--- config.mk ---
export PLATFORM = sky130hd
export DESIGN_NAME = residue_hist4_flat
export DESIGN_NICKNAME = d
export VERILOG_FILES = /design/src/rtl/residue_hist4_if.sv /design/src/rtl/residue_hist4.sv /design/src/flat_wrapper.sv
export SDC_FILE = /design/constraint.sdc
export NUM_CORES = 1
export LEC_CHECK = 0
export CORE_UTILIZATION = 45
export DETAILED_ROUTE_END_ITERATION = 6
export GPL_ROUTABILITY_DRIVEN = 0
export PLACE_DENSITY = 0.69
export SLEW_MARGIN = 20
export SYNTH_ARGS = -nofsm -noshare
export SYNTH_HDL_FRONTEND = slang
export SYNTH_SLANG_ARGS = --single-unit
export TNS_END_PERCENT = 30
--- constraint.sdc ---
create_clock -name CLK -period 2 [get_ports CLK]
set_input_delay 0.2 -clock CLK [delete_from_list [all_inputs] [get_ports CLK]]
set_output_delay 0.2 -clock CLK [all_outputs]
set_load 0.05 [all_outputs]
--- src/rtl/residue_hist4_if.sv ---
// residue_hist4_if: stream handshake plus histogram result bus for residue_hist4.
// The WINCNT member exists only when RESHIST_WINCNT_EN is defined.
interface residue_hist4_if #(
  parameter int CW = 5
);
  logic          IN_VALID;
  logic [3:0]    RES;
  logic          IN_READY;
  logic [CW-1:0] CNT0;
  logic [CW-1:0] CNT1;
  logic [CW-1:0] CNT2;
  logic [CW-1:0] CNT3;
  logic          DONE;
  logic          ERR;
`ifdef RESHIST_WINCNT_EN
  logic [7:0]    WINCNT;

  // Upstream producer / result consumer side.
  modport master (
    output IN_VALID, RES,
    input  IN_READY, CNT0, CNT1, CNT2, CNT3, DONE, ERR, WINCNT
  );

  // Histogram block side.
  modport slave (
    input  IN_VALID, RES,
    output IN_READY, CNT0, CNT1, CNT2, CNT3, DONE, ERR, WINCNT
  );
`else
  // Upstream producer / result consumer side.
  modport master (
    output IN_VALID, RES,
    input  IN_READY, CNT0, CNT1, CNT2, CNT3, DONE, ERR
  );

  // Histogram block side.
  modport slave (
    input  IN_VALID, RES,
    output IN_READY, CNT0, CNT1, CNT2, CNT3, DONE, ERR
  );
`endif
endinterface

--- src/rtl/residue_hist4.sv ---
// residue_hist4: counts residues 0..3 over windows of WIN legal samples,
// publishes the four counts with a one-cycle DONE, and flags any accepted
// residue with nonzero upper bits via a sticky ERR.
// Optional: define RESHIST_WINCNT_EN to add an 8-bit completed-window counter.
module residue_hist4 #(
  parameter int WIN = 16,
  parameter int CW  = 5
) (
  input  logic           CLK,
  input  logic           RST,
  residue_hist4_if.slave bus
);

  typedef enum logic [1:0] {
    IDLE   = 2'd0,
    COUNT  = 2'd1,
    REPORT = 2'd2
  } state_t;

  state_t        state, state_nxt;
  logic [CW-1:0] work     [4];
  logic [CW-1:0] work_nxt [4];
  logic [CW-1:0] pub      [4];
  logic [CW-1:0] sample_cnt;
  logic          err;
  logic          accept;
  logic          legal;
  logic          legal_accept;
  logic          last;

  // Handshake decode and the working histogram including this cycle's sample.
  always_comb begin
    // NOTE: every always_comb output gets a default first so no path can infer a latch.
    accept       = bus.IN_VALID && (state != REPORT);
    legal        = (bus.RES[3:2] == 2'b00);
    legal_accept = accept && legal;
    last         = (sample_cnt == CW'(WIN - 1));
    for (int k = 0; k < 4; k++) begin
      work_nxt[k] = work[k];
      if (legal_accept && (bus.RES[1:0] == 2'(k))) begin
        work_nxt[k] = work[k] + CW'(1);
      end
    end
  end

  // Next-state: the WIN-th legal sample ends the window; REPORT is one cycle.
  always_comb begin
    state_nxt = state;
    case (state)
      IDLE, COUNT: begin
        if (legal_accept) begin
          state_nxt = last ? REPORT : COUNT;
        end
      end
      REPORT:  state_nxt = IDLE;
      default: state_nxt = IDLE;
    endcase
  end

  // State register.
  always_ff @(posedge CLK) begin
    // NOTE: sequential state uses non-blocking assignments so all registers update together.
    if (RST) begin
      state <= IDLE;
    end else begin
      state <= state_nxt;
    end
  end

  // Working counters, sample counter, published counts and sticky error.
  always_ff @(posedge CLK) begin
    if (RST) begin
      // NOTE: these small counter arrays are flops, not RAM, so they are reset explicitly.
      for (int k = 0; k < 4; k++) begin
        work[k] <= '0;
        pub[k]  <= '0;
      end
      sample_cnt <= '0;
      err        <= 1'b0;
    end else begin
      if (state == REPORT) begin
        for (int k = 0; k < 4; k++) begin
          work[k] <= '0;
        end
        sample_cnt <= '0;
      end else if (legal_accept) begin
        work       <= work_nxt;
        sample_cnt <= sample_cnt + CW'(1);
        if (last) begin
          pub <= work_nxt;
        end
      end
      if (accept && !legal) begin
        err <= 1'b1;
      end
    end
  end

`ifdef RESHIST_WINCNT_EN
  logic [7:0] wincnt;

  // Completed-window counter, wraps naturally at 8 bits.
  always_ff @(posedge CLK) begin
    if (RST) begin
      wincnt <= 8'd0;
    end else if (state == REPORT) begin
      wincnt <= wincnt + 8'd1;
    end
  end

  assign bus.WINCNT = wincnt;
`endif

  assign bus.IN_READY = (state != REPORT);
  assign bus.DONE     = (state == REPORT);
  assign bus.CNT0     = pub[0];
  assign bus.CNT1     = pub[1];
  assign bus.CNT2     = pub[2];
  assign bus.CNT3     = pub[3];
  assign bus.ERR      = err;

endmodule

--- src/flat_wrapper.sv ---
// flat-port wrapper written by rule: the top's interface ports become plain ports
module residue_hist4_flat 
#(
  parameter int WIN = 16,
  parameter int CW  = 5
)
  (CLK, RST, bus_IN_VALID, bus_RES, bus_IN_READY, bus_CNT0, bus_CNT1, bus_CNT2, bus_CNT3, bus_DONE, bus_ERR);
  residue_hist4_if #(.CW(CW)) bus_i ();
  input  logic CLK;
  input  logic RST;
  input wire logic [$bits(bus_i.IN_VALID)-1:0] bus_IN_VALID;
  input wire logic [$bits(bus_i.RES)-1:0] bus_RES;
  output wire logic [$bits(bus_i.IN_READY)-1:0] bus_IN_READY;
  output wire logic [$bits(bus_i.CNT0)-1:0] bus_CNT0;
  output wire logic [$bits(bus_i.CNT1)-1:0] bus_CNT1;
  output wire logic [$bits(bus_i.CNT2)-1:0] bus_CNT2;
  output wire logic [$bits(bus_i.CNT3)-1:0] bus_CNT3;
  output wire logic [$bits(bus_i.DONE)-1:0] bus_DONE;
  output wire logic [$bits(bus_i.ERR)-1:0] bus_ERR;
  assign bus_i.IN_VALID = bus_IN_VALID;
  assign bus_i.RES = bus_RES;
  assign bus_IN_READY = bus_i.IN_READY;
  assign bus_CNT0 = bus_i.CNT0;
  assign bus_CNT1 = bus_i.CNT1;
  assign bus_CNT2 = bus_i.CNT2;
  assign bus_CNT3 = bus_i.CNT3;
  assign bus_DONE = bus_i.DONE;
  assign bus_ERR = bus_i.ERR;
  residue_hist4 #(.WIN(WIN), .CW(CW)) u_core (.CLK(CLK), .RST(RST), .bus(bus_i));
endmodule
==> metrics, run 1 <==
Layout area overhead=26.2%; FF+latch area=961 um2; synthesized instance count=215; total gr overflow=0; Reg2Reg Setup Slack=160 ps; Cell variety after synth=36; non-filler cells, final=306; I/O pin total=30; Worst Setup End Kind=register; CTS Buf Count=5; final setup fails=0; Port Buf Inserts=29; die width=69.4 um; Fill cells=379; met3 wire length=115 um; Largest stage delay, worst path=approximately 370 ps; iteration count of the initial detailed-routing pass=4; DR vias/cell=~5.3; top routing layer in use=met4; Power Density=approximately 640 nW/um2; Met1 Wirelength=2090 um; Cells after DPL=296; Startpoint Class=register; Post-Route WL=4150 um; CP max-delay cell=dfxtp_1; DP Worst Slack=66.6 ps; Reg-to-Reg Start=u_core.sample_cnt[0]; Worst Min Path Start=u_core.state[1]; outcome=complete, no violations; # H-tree levels=2; Layout Nets=roughly 270; largest net degree at the start of global routing=32; antenna fix cells=0; critical path type=register to register; vias=1634; max-slew violations=0; final clock skew=3.08 ps; critical path's most frequent cell=ha_1; Worst Hold End=u_core.state[0]; multi-input logic area=1010 um2; CP delay by family, top=simple AND/OR/NAND/NOR gates; DR iter-0 viols=99; DP Wirelength=2790 um; GRT Resource Usage Total=0.179; class of the worst hold path=register to register; Root Driver=clkbuf_8; final hold vios=0; most common cell after layout, fill and taps aside=dfxtp_1; Clock Pin Slew Worst Setup and Hold Paths=80 ps; first-pass GRT wire length=6880 um; Worst EP arrival=2020 ps; synth warn=0; post-synthesis sequential area ratio=0.469; Chip Height=~70 um; #FFs+latches synth=48; layout cells sized above 1=0.146; most frequent cells in the layout=dfxtp_1 (48), nor2_1 (35), clkdlybuf4s50_1 (27); vias in the first global route=1496; leak pwr=0.947 nW; core box area=4350 um2; final worst-path cycle share=0.918; Cell Chain, Critical Path=ha_1 -> and3_1 -> ha_1 -> inv_1 -> nor4_4 -> buf_4 -> clkbuf_16 -> a211oi_1; Max-Cap Viols=0; Synth Area per Inst=9.52 um2; full die area=between 4000 and 5000 um2; initial antenna violation count=0; Worst Path Buf+Inv=3; DR WL met2=between 1500 and 2000 um; clock sink count=48; Hold Crit Depth=1; Post-Place Cell Area=2450 um2; fin crit period=1840 ps; WL/cell=13.6 um; fin area=2580 um2; FMAX=545 MHz; Setup TNS Final=0 ps; Worst R2R End=u_core.bus.CNT2[0]; # rows=24; DRC Markers=0; CTS tree=built; worst skew pair latency=300 ps; CTS max path bufs=2; worst slew pin tran=a little over 500 ps; Peak VDD IR=0.000431 V; Final WS setup=164 ps; Req. time, crit path=around 2200 ps; post-route ant nets=0; CP Max Fanout=15; Rel. slew slack=0.662; reg2reg path depth=8; mapped cell area=2050 um2; Initial Utilization=0.470; RSZ-0062 raised after global routing=no; Net Count, Synth=228
==> state kept, by name (all words and copies together) (netlist names) <==
register,count
u_core.bus.CNT1,5
u_core.bus.ERR,1
u_core.state,2
u_core.bus.CNT3,5
u_core.sample_cnt,5
u_core.bus.CNT0,5
u_core.work,20
u_core.bus.CNT2,5
==> power breakdown <==
group          total [mW]  leakage [nW]  switching [mW]  internal [mW]
Combinational      0.0996         0.509          0.0568         0.0428
Sequential          0.967         0.387         0.00541          0.962
Clock               0.594        0.0510           0.317          0.276
Total                1.66         0.947           0.380           1.28
==> worst max-delay path by stage <==
stage	startpoint	endpoint	depth (start not counted)	slack, ps
CTS	u_core.sample_cnt[0]	u_core.bus.CNT0[1]	8	130
global placement	bus_RES[3]	u_core.bus.CNT2[4]	5	100
global route	u_core.sample_cnt[0]	u_core.bus.CNT0[1]	8	8
floorplan	u_core.sample_cnt[0]	u_core.bus.CNT0[4]	8	290
detailed placement	bus_RES[3]	u_core.work[9]	5	70
finish	u_core.sample_cnt[0]	u_core.bus.CNT2[0]	8	160
==> logic make-up (layout without fill, tap and decap cells) <==
group / after synthesis / after routing / synth area share
and+or+nand+nor: 81 / 81 / 0.223
DFF: 48 / 48 / 0.469
AOI/OAI and AO/OA: 45 / 45 / 0.152
buffers and inverters: 16 / 55 / 0.0361
xor gates and xnor gates: 15 / 15 / 0.0642
adders and majority gates: 6 / 6 / 0.0367
muxes: 4 / 4 / 0.0196
==> layer usage <==
layer  vias to the layer above  global-route usage
met4                         0              0.0816
met3                         7              0.0436
met1                       760               0.225
li1                        849                   -
met2                        18               0.289
met5                         -                   0
==> stage by stage <==
step                 util  total power, mW  hold WS [ps]
floorplan               -             1.04           366
global placement    0.564             1.09           462
detailed placement  0.564             1.09           469
CTS                 0.585             1.68           482
global route        0.593             1.72           505
finish              0.593             1.66           477
==> synth_stat cells <==
master,instances,area (um2)
buf_4,2,15.0
a311oi_1,1,8.76
nor4_4,1,21.3
nor3_2,1,10.0
a31oi_1,5,31.3
nand3_1,8,40.0
nand2b_2,1,8.76
ha_1,6,75.1
buf_1,1,3.75
nand2b_1,1,6.26
nand2_1,5,18.8
nor2_1,35,131
o21bai_1,4,30.0
inv_2,1,3.75
o21ai_0,3,15.0
mux2i_1,4,40.0
nor4b_4,1,23.8
clkbuf_1,4,15.0
xnor2_1,2,17.5
nor4_2,1,12.5
nand4_1,9,56.3
inv_1,3,11.3
or2_1,1,6.26
and3_1,3,18.8
a21oi_1,10,50.1
dfxtp_1,48,961
nand3_2,2,20.0
nor4_1,2,12.5
a211oi_2,5,62.6
and4bb_1,1,12.5
xor2_1,13,114
or3_1,8,50.1
o21ai_1,6,30.0
a211oi_1,11,82.6
buf_2,5,25.0
nor2b_1,1,6.26
==> worst reg2reg max path: stages, from the launching register on <==
cell and delay, ps:
dfxtp_1 370, ha_1 200, and3_1 170, ha_1 130, inv_1 70, nor4_4 330
buf_4 190, clkbuf_16 170, a211oi_1 80
==> repair_timing <==
action | in CTS | in global routing
hold buffers | 0 | 0
setup buffers | 0 | 1
endpoints found under the setup margin | 0 | 11
gates resized for setup | 0 | 1
==> area by class of cell <==
class / count / share of cell area
flip-flops and latches: 48 / 0.372
clock inverters: 2 / 0.00388
inverters: 4 / 0.00581
repair buffers: 43 / 0.169
well taps: 52 / 0.0252
clock buffers: 6 / 0.0320
multi-input cells: 151 / 0.392
(Power assumes the default switching activity.)
==> run 2: changes to the inputs <==
--- a/config.mk
+++ b/config.mk
@@ -5,9 +5,11 @@
 export SDC_FILE = /design/constraint.sdc
 export NUM_CORES = 1
 export LEC_CHECK = 0
+export CORE_MARGIN = 2
 export CORE_UTILIZATION = 45
 export DETAILED_ROUTE_END_ITERATION = 6
 export GPL_ROUTABILITY_DRIVEN = 0
+export GPL_TIMING_DRIVEN = 0
 export PLACE_DENSITY = 0.69
 export SLEW_MARGIN = 20
 export SYNTH_ARGS = -nofsm -noshare
==> constraint.sdc (replaced) <==
create_clock -name CLK -period 1.8 [get_ports CLK]
set_input_delay 0.18 -clock CLK [delete_from_list [all_inputs] [get_ports CLK]]
set_output_delay 0.18 -clock CLK [all_outputs]
set_load 0.05 [all_outputs]
==> run 2 against run 1 <==
- core utilization increased by 1.1 points
- sequential share of layout area is 0.37 points lower
- total power up 12%
- clock power is 14% higher
- critical path type unchanged
==> metrics, run 2 (same netlist as run 1, synthesis figures left out) <==
smallest hold slack=493 ps (+16.0 ps); DRC Markers=0 (unchanged); total gr overflow=0 (unchanged); Power Density=705 nW/um2 (+9.7%); full die area=5100 um2 (+5.8%); CP Max Fanout=6 (-9); critical path's most frequent cell=ha_4; Reg-to-Reg Start=u_core.sample_cnt[1]; final clock skew=6.03 ps (+2.95 ps); max-slew violations=0 (unchanged); initial antenna violation count=0 (unchanged); Final WS setup=47.7 ps (-116 ps); Worst Setup End Kind=register; Hold Crit Depth=2 (+1); Initial Utilization=0.470 (unchanged); Biggest register=u_core.work; Layout area overhead=28.4%; most common cell after layout, fill and taps aside=dfxtp_1; GRT Resource Usage Total=0.180 (+0.00110); vias in the first global route=1524 (+1.9%); Layout Nets=269 (+1.1%); layout cells sized above 1=0.168 (+0.0223); Chip Height=71.4 um (+2.9%); CTS Buf Count=5 (unchanged); outcome=complete, no violations; final setup fails=0 (unchanged); antenna fix cells=0 (unchanged); worst slew pin tran=752 ps (+246 ps); CTS max path bufs=2 (unchanged); core box area=4350 um2 (unchanged); Max-Cap Viols=0 (unchanged); I/O pin total=30 (unchanged); Worst Path Buf+Inv=3 (unchanged); Cell Chain, Critical Path=ha_4 -> and3_4 -> ha_4 -> inv_2 -> nor4_4 -> buf_6 -> clkbuf_16 -> nor2_1 -> a211oi_1; vias=1682 (+2.9%); final worst-path cycle share=0.974 (+0.0556); FMAX=571 MHz (+4.8%); Worst R2R End=u_core.bus.CNT0[3]; reg2reg path depth=9 (+1); Post-Route WL=4480 um (+8.0%); fin area=2630 um2 (+1.8%); Clock Pin Slew Worst Setup and Hold Paths=80 ps (about the same); CP delay by family, top=simple AND/OR/NAND/NOR gates; critical path type=register to register; Req. time, crit path=2020 ps (-160 ps); DP Worst Slack=-146 ps (-213 ps); Post-Place Cell Area=2400 um2 (-2.1%); final hold vios=0 (unchanged); Startpoint Class=register; fin crit period=1750 ps (-83.5 ps); DR vias/cell=5.46 (+2.3%); clock sink count=48 (unchanged); largest net degree at the start of global routing=14 (-56%); fin util=0.604 (+0.0106); # rows=24 (unchanged); WL/cell=14.5 um (+7.3%); Worst EP arrival=1970 ps (-50 ps); max FFs per register=20 (unchanged); Crit path depth=9 (+1); Port Buf Inserts=29 (unchanged); Reg2Reg Setup Slack=50 ps (-120 ps); most frequent cells in the layout=dfxtp_1 (46), nor2_1 (34), clkdlybuf4s50_1 (27); Worst Hold End=u_core.bus.ERR; Worst Min Path Start=u_core.bus.ERR; Peak VDD IR=0.000497 V (+15%); leak pwr=0.953 nW (+0.58%); Root Driver=clkbuf_8; first-pass GRT wire length=7140 um (+3.8%); worst skew pair latency=300 ps (about the same); iteration count of the initial detailed-routing pass=4 (unchanged); die width=71.4 um (+2.9%); Largest stage delay, worst path=370 ps (about the same); class of the worst hold path=register to register; # H-tree levels=2 (unchanged); RSZ-0062 raised after global routing=yes; DP Wirelength=3070 um (+10%); CTS tree=built; Rel. slew slack=0.499 (-0.163); CP max-delay cell=dfxtp_4; DR iter-0 viols=75 (-24%); post-route ant nets=0 (unchanged)
-- run 2: worst register-to-register path, stage by stage, from the launching register on --
cell and delay, ps:
dfxtp_4 370, ha_4 130, and3_4 190, ha_4 120, inv_2 40, nor4_4 270, buf_6 170, clkbuf_16 150
nor2_1 40, a211oi_1 180
-- run 2: layer usage --
metal,track usage,share of wire,routed length (um),up-vias
li1,-,-,-,854
met1,0.233,0.46,2070,781
met2,0.295,0.47,2120,37
met3,0.0338,0.042,186,10
met4,0.0755,0.023,102,0
met5,0,0,0,-
-- run 2: worst max path at each step --
stage | end | startpoint
2_1_floorplan | u_core.bus.CNT0[4] | u_core.sample_cnt[0]
4_1_cts | u_core.bus.CNT1[2] | u_core.sample_cnt[0]
5_1_grt | u_core.bus.CNT0[1] | u_core.sample_cnt[1]
3_3_place_gp | u_core.work[12] | bus_IN_VALID
3_5_place_dp | u_core.work[13] | bus_IN_VALID
6_report | u_core.bus.CNT0[3] | u_core.sample_cnt[1]
-- run 2: layout make-up --
type	count	area (um2)
plain buffers	11	73.8
clock buffers	7	96.3
fillers	377	1730
inverters	4	15.0
multi-input cells	151	1060
flip-flops and latches	48	968
well taps	52	65.1
repair buffers	35	350
-- run 2: report_power, final --
group | switching [mW] | total (mW) | leakage, nW | internal, mW
combinational | 0.0659 | 0.107 | 0.514 | 0.0407
clock | 0.332 | 0.675 | 0.0503 | 0.342
sequential | 0.00639 | 1.07 | 0.389 | 1.07
total | 0.405 | 1.85 | 0.953 | 1.45
-- run 2: what timing repair did --
item / in CTS / in global routing
pin swaps: 3 / 13
hold buffers: 0 / 0
setup endpoints to repair: 23 / 22
buffers inserted: 2 / 3
gates cloned: 0 / 1
endpoints found under the hold margin: 0 / 0
resized for setup: 12 / 16
-- run 2: metrics by stage --
step                      power [mW]  cells  setup TNS [ps]
after floorplan                 1.16    215               0
after global placement          1.20    296           -3620
after detailed placement        1.20    296           -3910
after CTS                       1.87    305            -124
after global routing            1.92    308            -137
final                           1.85    308               0
==> run 3: changes to the inputs <==
--- a/config.mk
+++ b/config.mk
@@ -6,12 +6,11 @@
 export NUM_CORES = 1
 export LEC_CHECK = 0
 export CORE_MARGIN = 2
-export CORE_UTILIZATION = 45
+export CORE_UTILIZATION = 53
 export DETAILED_ROUTE_END_ITERATION = 6
 export GPL_ROUTABILITY_DRIVEN = 0
 export GPL_TIMING_DRIVEN = 0
-export PLACE_DENSITY = 0.69
-export SLEW_MARGIN = 20
+export PLACE_DENSITY = 0.79
 export SYNTH_ARGS = -nofsm -noshare
 export SYNTH_HDL_FRONTEND = slang
 export SYNTH_SLANG_ARGS = --single-unit
==> run 3 against run 2 <==
- non-clock buffer count shrank 1
- clock-buffer cell count increased by 1
- design area fell by 1.9%
- register-to-register slack worse by 50 ps
- die area fell by 14%
- fmax decreased by 2.6%
- sequential share of layout area is 0.72 points higher
- clock power shrank 3.6%
- critical path depth stayed put
- core utilization up 9.5 points
- combinational power barely moved
- clock skew hardly changed
- critical path type unchanged
==> metrics, run 3 (same netlist as run 1, synthesis figures left out) <==
outcome=complete, no violations; CP delay by family, top=simple AND/OR/NAND/NOR gates; max-slew violations=0 (unchanged); DR iter-0 viols=79 (+5.3%); leak pwr=0.934 nW (-2.0%); Final WS setup=1.43 ps (-46.2 ps); Post-Place Cell Area=2400 um2 (-0.21%); # rows=22 (-8.3%); final setup fails=0 (unchanged); total gr overflow=0 (unchanged); I/O pin total=30 (unchanged); layout cells sized above 1=0.156 (-0.0117); Worst Setup End Kind=register; Initial Utilization=0.555 (+0.0848); CP Max Fanout=5 (-1); die width=66.1 um (-7.4%); Layout Nets=268 (-0.37%); iteration count of the initial detailed-routing pass=4 (unchanged); DP Worst Slack=-167 ps (-20.6 ps); vias in the first global route=1603 (+5.2%); # H-tree levels=2 (unchanged); worst skew pair latency=300 ps (about the same); FMAX=556 MHz (-2.6%); core box area=3690 um2 (-15%); largest net degree at the start of global routing=14 (unchanged); CTS tree=built; vias=1704 (+1.3%); Peak VDD IR=0.000442 V (-11%); final worst-path cycle share=0.999 (+0.0257); Chip Height=66.1 um (-7.4%); class of the worst hold path=register to register; final hold vios=0 (unchanged); final clock skew=5.90 ps (-0.127 ps); Root Driver=clkbuf_8; Port Buf Inserts=29 (unchanged); Worst EP arrival=2010 ps (+40 ps); Startpoint Class=register; critical path type=register to register; Layout area overhead=26.0%; initial antenna violation count=0 (unchanged); CTS max path bufs=2 (unchanged); Post-Route WL=4540 um (+1.3%); fin area=2580 um2 (-1.9%); worst slew pin tran=676 ps (-76.0 ps); DR vias/cell=5.61 (+2.6%); CTS Buf Count=5 (unchanged); most common cell after layout, fill and taps aside=dfxtp_1; GRT Resource Usage Total=0.218 (+0.0383); Power Density=710 nW/um2 (+0.60%); DP Wirelength=3050 um (-0.58%); antenna fix cells=0 (unchanged); Cells after DPL=292 (-1.4%); Cell Chain, Critical Path=ha_4 -> and3_4 -> ha_4 -> inv_2 -> nor4_4 -> buf_4 -> buf_4 -> nor2_1 -> a211oi_1; post-route ant nets=0 (unchanged); fin crit period=1800 ps (+46.2 ps); most frequent cells in the layout=dfxtp_1 (46), nor2_1 (35), clkdlybuf4s50_1 (27); Largest stage delay, worst path=370 ps (about the same); clock sink count=48 (unchanged); Clock Pin Slew Worst Setup and Hold Paths=80 ps (about the same); Req. time, crit path=2020 ps (about the same); Biggest register=u_core.work; non-filler cells, final=304 (-1.3%); DRC Markers=0 (unchanged); first-pass GRT wire length=7290 um (+2.0%); Fill cells=305 (-19%); Worst Path Buf+Inv=3 (unchanged); Max-Cap Viols=0 (unchanged); Reg2Reg Setup Slack=1 ps (-50 ps); Rel. slew slack=0.550 (+0.0507); CP max-delay cell=dfxtp_4; WL/cell=14.9 um (+2.7%); RSZ-0062 raised after global routing=yes; max FFs per register=20 (unchanged); Setup TNS Final=0 ps (unchanged); full die area=4380 um2 (-14%)
run 3: cell count changes in the layout (fill, tap and decap cells not counted):
cell / before / now
buf_6: 1 / 2
buf_8: 2 / 0
nor2_2: 1 / 0
clkbuf_1: 4 / 6
buf_4: 6 / 7
clkbuf_16: 1 / 0
nor2_1: 34 / 35
clkbuf_8: 7 / 6
run 3: power by group:
group	internal [mW]	switching (mW)
Sequential	1.07	0.00662
Clock	0.314	0.337
Combinational	0.0391	0.0668
Total	1.42	0.410
run 3: cell type report:
class,instances,area (um2),share of cell area
buffer,12,73.8,0.0286
inverter,4,15.0,0.00582
multi-input combinational,151,1060,0.410
clock buffer,8,90.1,0.0349
timing repair buffer,33,314,0.122
sequential,48,968,0.376
tap,48,60.1,0.0233
run 3: metrics by stage:
step           hold slack [ps]   util  power (mW)
3_5_place_dp               468  0.650        1.20
3_3_place_gp               461  0.650        1.20
6_report                   478  0.699        1.83
5_1_grt                    506  0.699        1.90
4_1_cts                    469  0.681        1.84
2_1_floorplan              346      -        1.16
run 3: metal layers:
metal  vias up  global-route usage  wire length [um]
li1        853                   -                 -
met1       810               0.272              2070
met2        32               0.375              2230
met3         9              0.0409               151
met4         0              0.0765                86
met5         -                   0                 0
run 3: final timing paths:
path                                            from                 end  depth (start not counted)
worst min register to register       u_core.state[1]     u_core.state[1]                          1
worst max register to register  u_core.sample_cnt[1]  u_core.bus.CNT1[3]                          9
worst max-delay path            u_core.sample_cnt[1]  u_core.bus.CNT1[3]                          9
worst min-delay path                 u_core.state[1]     u_core.state[1]                          1
run 3: repair_timing:
item                                    4_1_cts  5_1_grt
gates cloned                                  0        1
setup buffers                                 1        2
pin swaps                                     4       11
hold buffers                                  0        0
resized for setup                            10       13
endpoints found under the setup margin       23       22
